<file path="src/rtl/cpu_core_p.sv">
// cpu_core_p: parametrised multi-cycle 16-bit-instruction CPU core.
// Handshaked instruction fetch, bounded data-memory wait, sticky halt/error.
module cpu_core_p #(
    parameter int DATA_W      = 8,
    parameter int ADDR_W      = 8,
    parameter int MEM_TIMEOUT = 16
) (
    input  logic              clk,
    input  logic              rst,
    input  logic              instr_valid,
    input  logic [15:0]       instr,
    output logic              instr_ready,
    input  logic [DATA_W-1:0] mem_rdata,
    input  logic              mem_ready,
    output logic              mem_req,
    output logic              mem_we,
    output logic [ADDR_W-1:0] mem_addr,
    output logic [DATA_W-1:0] mem_wdata,
    output logic [ADDR_W-1:0] pc,
    output logic [3:0]        flags,
    output logic              done,
    output logic              err
);
    localparam int MSB = DATA_W - 1;
    localparam int CW  = $clog2(MEM_TIMEOUT + 1);

    typedef enum logic [2:0] {
        S_IDLE, S_EXEC, S_WB, S_MEM, S_HALT
    } state_t;

    state_t state, state_n;

    logic [15:0]       ir;
    logic [DATA_W-1:0] rf [8];
    logic [CW-1:0]     cnt;

    logic [3:0]        op;
    logic [3:0]        imm;
    logic [DATA_W-1:0] ra, rb, immd, opb, res;
    logic [ADDR_W-1:0] imma, ea, pc_inc;
    logic [DATA_W:0]   sum, dif;
    logic              cf, vf, cin;
    logic              is_alu, is_mem, is_halt;
    logic              accept, last;

    assign op     = ir[15:12];
    assign imm    = ir[3:0];
    assign ra     = rf[ir[11:9]];
    assign rb     = rf[ir[7:5]];
    assign immd   = DATA_W'(imm);
    assign imma   = ADDR_W'(imm);
    assign ea     = ADDR_W'(rb) + imma;
    assign pc_inc = pc + ADDR_W'(1);
    assign accept = instr_valid && instr_ready && (state == S_IDLE);
    assign last   = (cnt == CW'(MEM_TIMEOUT - 1));

    assign is_halt = (op == 4'hF);
    assign is_mem  = (op == 4'h9) || (op == 4'hA);
    assign is_alu  = (op != 4'h0) && (op != 4'hB) && (op != 4'hC)
                  && !is_mem && !is_halt;

    always_comb begin
        res = '0;
        cf  = 1'b0;
        vf  = 1'b0;
        opb = (op == 4'h6) ? immd : rb;
        cin = (op == 4'hE) && flags[1];
        sum = {1'b0, ra} + {1'b0, opb} + {{DATA_W{1'b0}}, cin};
        dif = {1'b0, ra} - {1'b0, rb};
        unique case (op)
            4'h1, 4'h6, 4'hE: begin
                res = sum[MSB:0];
                cf  = sum[DATA_W];
                vf  = (ra[MSB] == opb[MSB]) && (res[MSB] != ra[MSB]);
            end
            4'h2, 4'hD: begin
                res = dif[MSB:0];
                cf  = dif[DATA_W];
                vf  = (ra[MSB] != rb[MSB]) && (res[MSB] != ra[MSB]);
            end
            4'h3: res = ra & rb;
            4'h4: res = ra | rb;
            4'h5: res = ra ^ rb;
            4'h7: res = ra << imm;
            4'h8: res = ra >> imm;
            default: ;
        endcase
    end

    always_comb begin
        state_n = state;
        unique case (state)
            S_IDLE: if (accept) state_n = S_EXEC;
            S_EXEC: begin
                unique case (1'b1)
                    is_alu:  state_n = S_WB;
                    is_mem:  state_n = S_MEM;
                    is_halt: state_n = S_HALT;
                    default: state_n = S_IDLE;
                endcase
            end
            S_WB:   state_n = S_IDLE;
            S_MEM:  if (mem_ready || last) state_n = S_IDLE;
            S_HALT: state_n = S_HALT;
            default: state_n = S_IDLE;
        endcase
    end

    always_ff @(posedge clk) begin
        if (rst) begin
            state       <= S_IDLE;
            ir          <= '0;
            cnt         <= '0;
            instr_ready <= 1'b0;
            mem_req     <= 1'b0;
            mem_we      <= 1'b0;
            mem_addr    <= '0;
            mem_wdata   <= '0;
            pc          <= '0;
            flags       <= '0;
            done        <= 1'b0;
            err         <= 1'b0;
            for (int i = 0; i < 8; i++) rf[i] <= '0;
        end else begin
            state       <= state_n;
            instr_ready <= (state_n == S_IDLE);
            unique case (state)
                S_IDLE: if (accept) ir <= instr;
                S_EXEC: begin
                    unique case (1'b1)
                        is_alu: ;
                        is_mem: begin
                            mem_req   <= 1'b1;
                            mem_we    <= (op == 4'hA);
                            mem_addr  <= ea;
                            mem_wdata <= ra;
                            cnt       <= '0;
                        end
                        is_halt: done <= 1'b1;
                        default: begin
                            if (op == 4'hC)
                                pc <= pc + imma;
                            else if (op == 4'hB && rb == '0)
                                pc <= pc + imma;
                            else
                                pc <= pc_inc;
                        end
                    endcase
                end
                S_WB: begin
                    if (op != 4'hD) rf[ir[11:9]] <= res;
                    flags <= {res == '0, res[MSB], cf, vf};
                    pc    <= pc_inc;
                end
                S_MEM: begin
                    if (mem_ready) begin
                        if (!mem_we) rf[ir[11:9]] <= mem_rdata;
                        mem_req <= 1'b0;
                        pc      <= pc_inc;
                    end else if (last) begin
                        err     <= 1'b1;
                        mem_req <= 1'b0;
                        pc      <= pc_inc;
                    end else begin
                        cnt <= cnt + CW'(1);
                    end
                end
                default: ;
            endcase
        end
    end
endmodule

</file>
<file path="config.mk">
export PLATFORM = sky130hd
export DESIGN_NAME = cpu_core_p
export DESIGN_NICKNAME = d
export VERILOG_FILES = /design/src/rtl/cpu_core_p.sv
export SDC_FILE = /design/constraint.sdc
export NUM_CORES = 1
export LEC_CHECK = 0
export ABC_AREA = 1
export CAP_MARGIN = 30
export CORE_ASPECT_RATIO = 1.5
export CORE_MARGIN = 5
export CORE_UTILIZATION = 45
export DETAILED_ROUTE_END_ITERATION = 10
export PLACE_DENSITY = 0.62
export SYNTH_ARGS = -nofsm -noshare
export SYNTH_HDL_FRONTEND = slang
export SYNTH_SLANG_ARGS = --single-unit
</file>
<file path="constraint.sdc">
create_clock -name clk -period 4.6 [get_ports clk]
set_clock_uncertainty 0.2 [all_clocks]
set_input_delay 0.92 -clock clk [delete_from_list [all_inputs] [get_ports clk]]
set_output_delay 0.92 -clock clk [all_outputs]
set_load 0.01 [all_outputs]
</file>
==> impl_summary.log <==
INFO  metric worst_slew_margin_rel = 38.9%
INFO  metric grt-ovfl-total = 0
INFO  metric leakage = 0.00433 uW
INFO  metric criticalPathCategory = reg -> reg
INFO  metric drive_gt1_share = 8.61%
INFO  metric dr.pass1.iters = 5
INFO  metric outcome = finished, final reports clean
INFO  metric ys.warnings.count = 0
INFO  metric initial_utilization = 45.5%
INFO  metric tritoncts = done
INFO  metric cts_inserted_buffers = 17
INFO  metric design.portCount = 61
INFO  metric cap_viol_max_count = 0
INFO  metric largest_net_degree_at_the_start_of_global_routing = 48
INFO  metric kind_of_path_behind_the_tightest_hold_check = reg -> reg
INFO  metric die_outline_width = 122 um
INFO  metric async_set_or_reset_flop_fraction_in_the_synthesized_netlist = 0%
INFO  metric setup_viol_count_final = 0
INFO  metric htreeDepth = 4
INFO  metric timing.hold.worst.start = ir[7]
INFO  metric most_used_dff_post_synth = edfxtp_1
INFO  metric critPathLaunchType = flop
INFO  metric hold_violations = 0
INFO  metric timing.critical_path.buf_inv = 5
INFO  metric rows = 61
INFO  metric place.gp.congestion = 1.03
INFO  metric placement.setup.worst_slack = 0.320 ns
INFO  metric synth.avg_cell_area = 7.19 um2
INFO  metric number_of_fill_cells = 1873
INFO  metric worstHoldPathCells = 2
INFO  metric post-route-util = 53.9%
INFO  metric final_net_count = 1318
INFO  metric detail_route.drc_violations = 0
INFO  metric post_synth_edffs = 64
INFO  metric cpMaxStageDelayCell = clkinv_1
INFO  metric placeableCoreArea = 18500 um2
INFO  metric synth_common_cells = nand2_1, nor2_1, inv_1
INFO  metric slew_violations = 0
INFO  metric worst_pin_slew = 0.911 ns
INFO  metric yosys-top-cells-area = edfxtp_1, dfxtp_1, nand2_1
INFO  metric cts_root_buffer = clkbuf_16
INFO  metric capture_endpoint_of_the_worst_hold_path = ir[7]
INFO  metric avgViaCountPerCell = 5.37
INFO  metric buffer_ports.inserted = 58
INFO  metric dp_cells = 1475
INFO  metric detailroute.wirelength.met3 = 1450 um
INFO  metric post-synth-top-area-fraction = 22.9%
INFO  metric data_required_time_at_the_worst_endpoint = 4.57 ns
INFO  metric hold_slack = 0.284 ns
INFO  metric reg2regPathDepth = 21
INFO  metric cp.arrival = 4.19 ns
INFO  metric wl = 27000 um
INFO  metric clock_latency_of_the_later_clocked_register_in_the_worst_skew_pair = 0.43 ns
INFO  metric grt_first_pass_wirelength = 42300 um
INFO  metric post_synth_inst_count = 1169
INFO  metric fp.dieArea = 21600 um2
INFO  metric synth_area_leader_cell = edfxtp_1
INFO  metric synth-seq-cells = 125
INFO  metric crit_chain = clkinv_1 > buf_4 > nand2_1 > nand3_1 > nand3_1 > nand2_1 > buf_4 > ha_1 > inv_1 > nand2_1 > nand3_1 > nand4_1 > nand2_1 > nand2_1 > nand3_1 > nand2_1 > a21oi_1 > nand3b_1 > mux2i_2 > buf_4 > nor2_1
INFO  metric ys_types = 49
INFO  metric synth_most_common_cell = nand2_1
INFO  metric syn2layout_area_growth = 18.5%
INFO  metric syn_area = 8400 um2
INFO  metric critical_path.top_delay_family = simple AND/OR/NAND/NOR gates
INFO  metric wire_per_inst = 17.9 um
INFO  metric crit_fanout = 15
INFO  metric critical_path.endpoint_type = flop
INFO  metric finish.cell_count_without_fillers = 1507
INFO  metric wl_met1 = 10200 um
INFO  metric min_period_over_period = 91.7%
INFO  metric setup_slack = 0.383 ns
INFO  metric grt_pass1_vias = 7988
INFO  metric met2_length = 13600 um
INFO  metric power_per_cell_area = 368 nW/um2
INFO  metric antenna-diode-count = 0
INFO  metric clock-sinks = 125
INFO  metric first_iter_violations = 701
INFO  metric ctsLongestPathBuffers = 2
INFO  metric post-dp-hpwl = 20900 um
INFO  metric grt_antenna_before_repair = 0
INFO  metric reg2reg_to = rf[1][7]
INFO  metric worst_ir_drop_vdd = 0.191 mV
INFO  metric yosysSeqAreaShare = 37.4%
INFO  metric die_height = 177 um
INFO  metric critical-path-top-cell-by-count = nand2_1
INFO  metric net_count_after_synthesis = 1245
INFO  metric maxClockFrequency = 237 MHz
INFO  metric num_vias = 8087
INFO  metric grt_use_total = 25.9%
INFO  metric highest_layer = met4
INFO  metric worst-r2r-setup-slack = 0.38 ns
INFO  metric slowest_delay = 0.42 ns
INFO  metric clk_pin_slew_worst_paths = 0.07 ns
INFO  metric antenna_left = 0
INFO  metric finalSetupTns = 0 ns
INFO  metric post-route-min-period = 4.22 ns
INFO  metric setup_repair_after_global_routing_missed_its_margin = false
INFO  metric cts.hold.buffers_added = 0
-- worst max path at each step --
stage	from	end	slack [ns]	cells past startpoint
3_5_place_dp	flop	rf[3][6]	0.32	22
5_1_grt	flop	rf[3][7]	0.13	21
4_1_cts	flop	rf[3][6]	0.32	22
2_1_floorplan	flop	rf[0][6]	0.99	22
3_3_place_gp	flop	rf[3][6]	0.33	22
6_report	flop	rf[1][7]	0.38	21
-- cell type report --
class / count / area (um2) / area share [%]
multi-input cells: 848 / 4440 / 44.6
flip-flops and latches: 125 / 3140 / 31.6
repair buffers: 95 / 878 / 8.82
inverters: 155 / 587 / 5.89
clock buffers: 17 / 425 / 4.27
well taps: 252 / 315 / 3.17
clock inverters: 15 / 164 / 1.65
-- layer usage --
metal / vias to the layer above / track usage, %
met5: - / 0
met4: 0 / 15.7
met3: 96 / 5.07
met2: 301 / 46.0
met1: 3682 / 28.0
li1: 4008 / -
-- sequential cells by signal (all words and copies together), names as in the netlist, named ones only --
| signal | cells |
|---|---|
| cnt | 5 |
| done | 1 |
| err | 1 |
| flags | 4 |
| instr_ready | 1 |
| ir | 14 |
| mem_addr | 8 |
| mem_req | 1 |
| mem_wdata | 8 |
| mem_we | 1 |
| pc | 8 |
| rf | 64 |
| state | 3 |
-- worst min-delay path: stages (launching register included) --
cell	delay, ns
dfxtp_1	0.30
nor2_1	0.09
nor2_1	0.06
-- repair_timing --
action / CTS / global route
resized for setup: 0 / 1
setup endpoints to repair: 0 / 5
buffers inserted: 0 / 0
-- cell families (layout without fill, tap and decap cells) --
logic type / count (synthesis) / in the layout / share of synthesized area (%)
buffers and inverters: 196 / 282 / 9.71
AO/OA/AOI/OAI: 232 / 232 / 15.7
XOR/XNOR: 15 / 15 / 1.56
flip-flops: 125 / 125 / 37.4
AND/OR/NAND/NOR: 552 / 552 / 27.8
multiplexers: 1 / 1 / 0.164
adder cells (fa/ha/maj): 48 / 48 / 7.59
-- metrics by stage --
stage	power (uW)	area [um2]
after CTS	3660	9960
after global placement	2310	9350
after global routing	3840	9960
after floorplan	1950	8400
after detailed placement	2310	9370
final	3660	9960
-- report_power, final --
part	switching, uW	total (uW)	internal (uW)
Combinational	721	1070	349
Sequential	32.3	1240	1210
Clock	619	1350	731
Total	1370	3660	2290
-- placed cells by master, fill, tap and decap left out, drive strengths merged, types with 5 or more instances in the layout --
cell	instances
a21oi	90
buf	37
clkbuf	17
clkdlybuf4s50	58
clkinv	8
dfxtp	61
edfxtp	64
fa	5
ha	43
inv	162
nand2	245
nand3	107
nand4	9
nor2	172
nor3	6
nor4	5
o211ai	6
o21ai	105
xor2	13
Note: power is estimated with default switching activity, not from simulation.
==> patch, RTL diff (same flow settings) <==
Register the output `flags` once more; this adds one clock of latency there. The other outputs are not delayed to match.
--- a/src/rtl/cpu_core_p.sv
+++ b/src/rtl/cpu_core_p.sv
@@ -27,6 +27,8 @@
     typedef enum logic [2:0] {
         S_IDLE, S_EXEC, S_WB, S_MEM, S_HALT
     } state_t;
+
+    logic [3:0] flags_s0;
 
     state_t state, state_n;
 
@@ -64,7 +66,7 @@
         cf  = 1'b0;
         vf  = 1'b0;
         opb = (op == 4'h6) ? immd : rb;
-        cin = (op == 4'hE) && flags[1];
+        cin = (op == 4'hE) && flags_s0[1];
         sum = {1'b0, ra} + {1'b0, opb} + {{DATA_W{1'b0}}, cin};
         dif = {1'b0, ra} - {1'b0, rb};
         unique case (op)
@@ -117,7 +119,7 @@
             mem_addr    <= '0;
             mem_wdata   <= '0;
             pc          <= '0;
-            flags       <= '0;
+            flags_s0    <= '0;
             done        <= 1'b0;
             err         <= 1'b0;
             for (int i = 0; i < 8; i++) rf[i] <= '0;
@@ -149,7 +151,7 @@
                 end
                 S_WB: begin
                     if (op != 4'hD) rf[ir[11:9]] <= res;
-                    flags <= {res == '0, res[MSB], cf, vf};
+                    flags_s0 <= {res == '0, res[MSB], cf, vf};
                     pc    <= pc_inc;
                 end
                 S_MEM: begin
@@ -169,5 +171,9 @@
             endcase
         end
     end
+    always_ff @(posedge clk) begin
+        flags <= flags_s0;
+    end
+
 endmodule
 
Function: changed (a bounded check fails within 10 cycles, from zero or initial values and one cycle with rst high).
==> patch against the original RTL <==
  * Final area is 0.58% higher
  * Hold slack worse by 0.13 ns
  * Largest cell class unchanged
  * Core utilization is 1.2 points lower
  * Count of clock-buffer cells in the layout is 2 higher
  * Sequential cell count is 4 higher
  * Synthesized cell count is 2.0% higher
  * Critical path depth is 2 lower
  * Worst setup slack worse by 0.0083 ns
  * Routed wire length is 3.4% higher
  * Total power hardly changed
  * Area after synthesis is 2.5% higher
==> patch: results <==
placed_design:
  place_area_um2: 9440
  post-place-ws_ns: 0.473
  gp_congestion: 0.984
  hpwl_um: 21800
pwr:
  p_leak_nw: 4.34
  comb_power_mw: 1.05
  clk-power_mw: 1.34
  irDropWorstVdd_v: 0.000170
  seq_power_mw: 1.28
  swShare: 0.358
global_route:
  grtUsageMet3: 0.0415
  track_usage: 0.258
  grt_max_degree: 35
  met1_usage: 0.279
  grt_pass1_wl_um: 43400
  grt_pass1_vias: 8018
  antenna_found_initial: 0
  use_met2: 0.460
route:
  drt-total-wl_um: 28000
  top_layer_used: "met4"
  drt_iter0_markers: 684
  wl_met2_um: 14500
  route.vias.total: 8138
  routed-wl-met3_um: 1010
  met1_length_um: 10500
critical_path:
  cp_max_fo: 21
  cpPeakStageDelay_ns: 0.46
  crit_family: "compound AO/OA/AOI/OAI gates"
  cpMaxStageDelayCell: "fa_1"
synth:
  synth_cell_types: 51
  seq_area_frac_synth: 0.374
  synth_cells: 1192
  netlist_top_cells_count: "nand2_1, nor2_1, inv_1, nand3_1, a21oi_1"
  yosys_warnings: 0
  yosys-top-cells-area: "edfxtp_1, dfxtp_1, nand2_1"
  ys.flop_type: "dfxtp_1"
  synth_nets: 1268
  synthArstFlopShare: 0
clocking:
  numCtsBuffers: 17
  post-cts-setup-buffers: 0
  clock_latency_ns: 0.43
  cts-root-buf: "clkbuf_16"
run_status:
  status: "finished, final reports clean"
timing:
  tightestPinTransition_ns: 0.810
finish:
  num-fill-cells: 1893
  top_regs: "rf x64, ir x14"
  drive_above_1_share: 0.0744
  instances_no_fill: 1519
==> patch: layout make-up <==
class / count / area (µm²) / share of cell area
clock buffer: 19 / 454 / 0.0453
timing repair buffer: 80 / 746 / 0.0745
inverter: 165 / 622 / 0.0621
clock inverter: 13 / 123 / 0.0122
sequential: 129 / 3220 / 0.322
tap: 256 / 320 / 0.0320
multi-input combinational: 857 / 4530 / 0.452
==> patch: cells by family after synthesis <==
group           count (synthesis)  share of synthesized area
compound gates                227                      0.153
xor+xnor                       15                     0.0152
buf+inv                       206                      0.100
fa+ha+maj                      48                     0.0741
flops                         129                      0.374
simple gates                  567                      0.283
==> patch: path summary, 6_finish.rpt <==
path | start | endpoint | slack [ns] | cells past startpoint
worst max-delay path | register | rf[2][6] | 0.37 | 19
worst min-delay path | flags_s0[0] | flags[0] | 0.15 | 0
worst max register to register | register | rf[2][6] | 0.37 | 19
worst min register to register | flags_s0[0] | flags[0] | 0.15 | 0
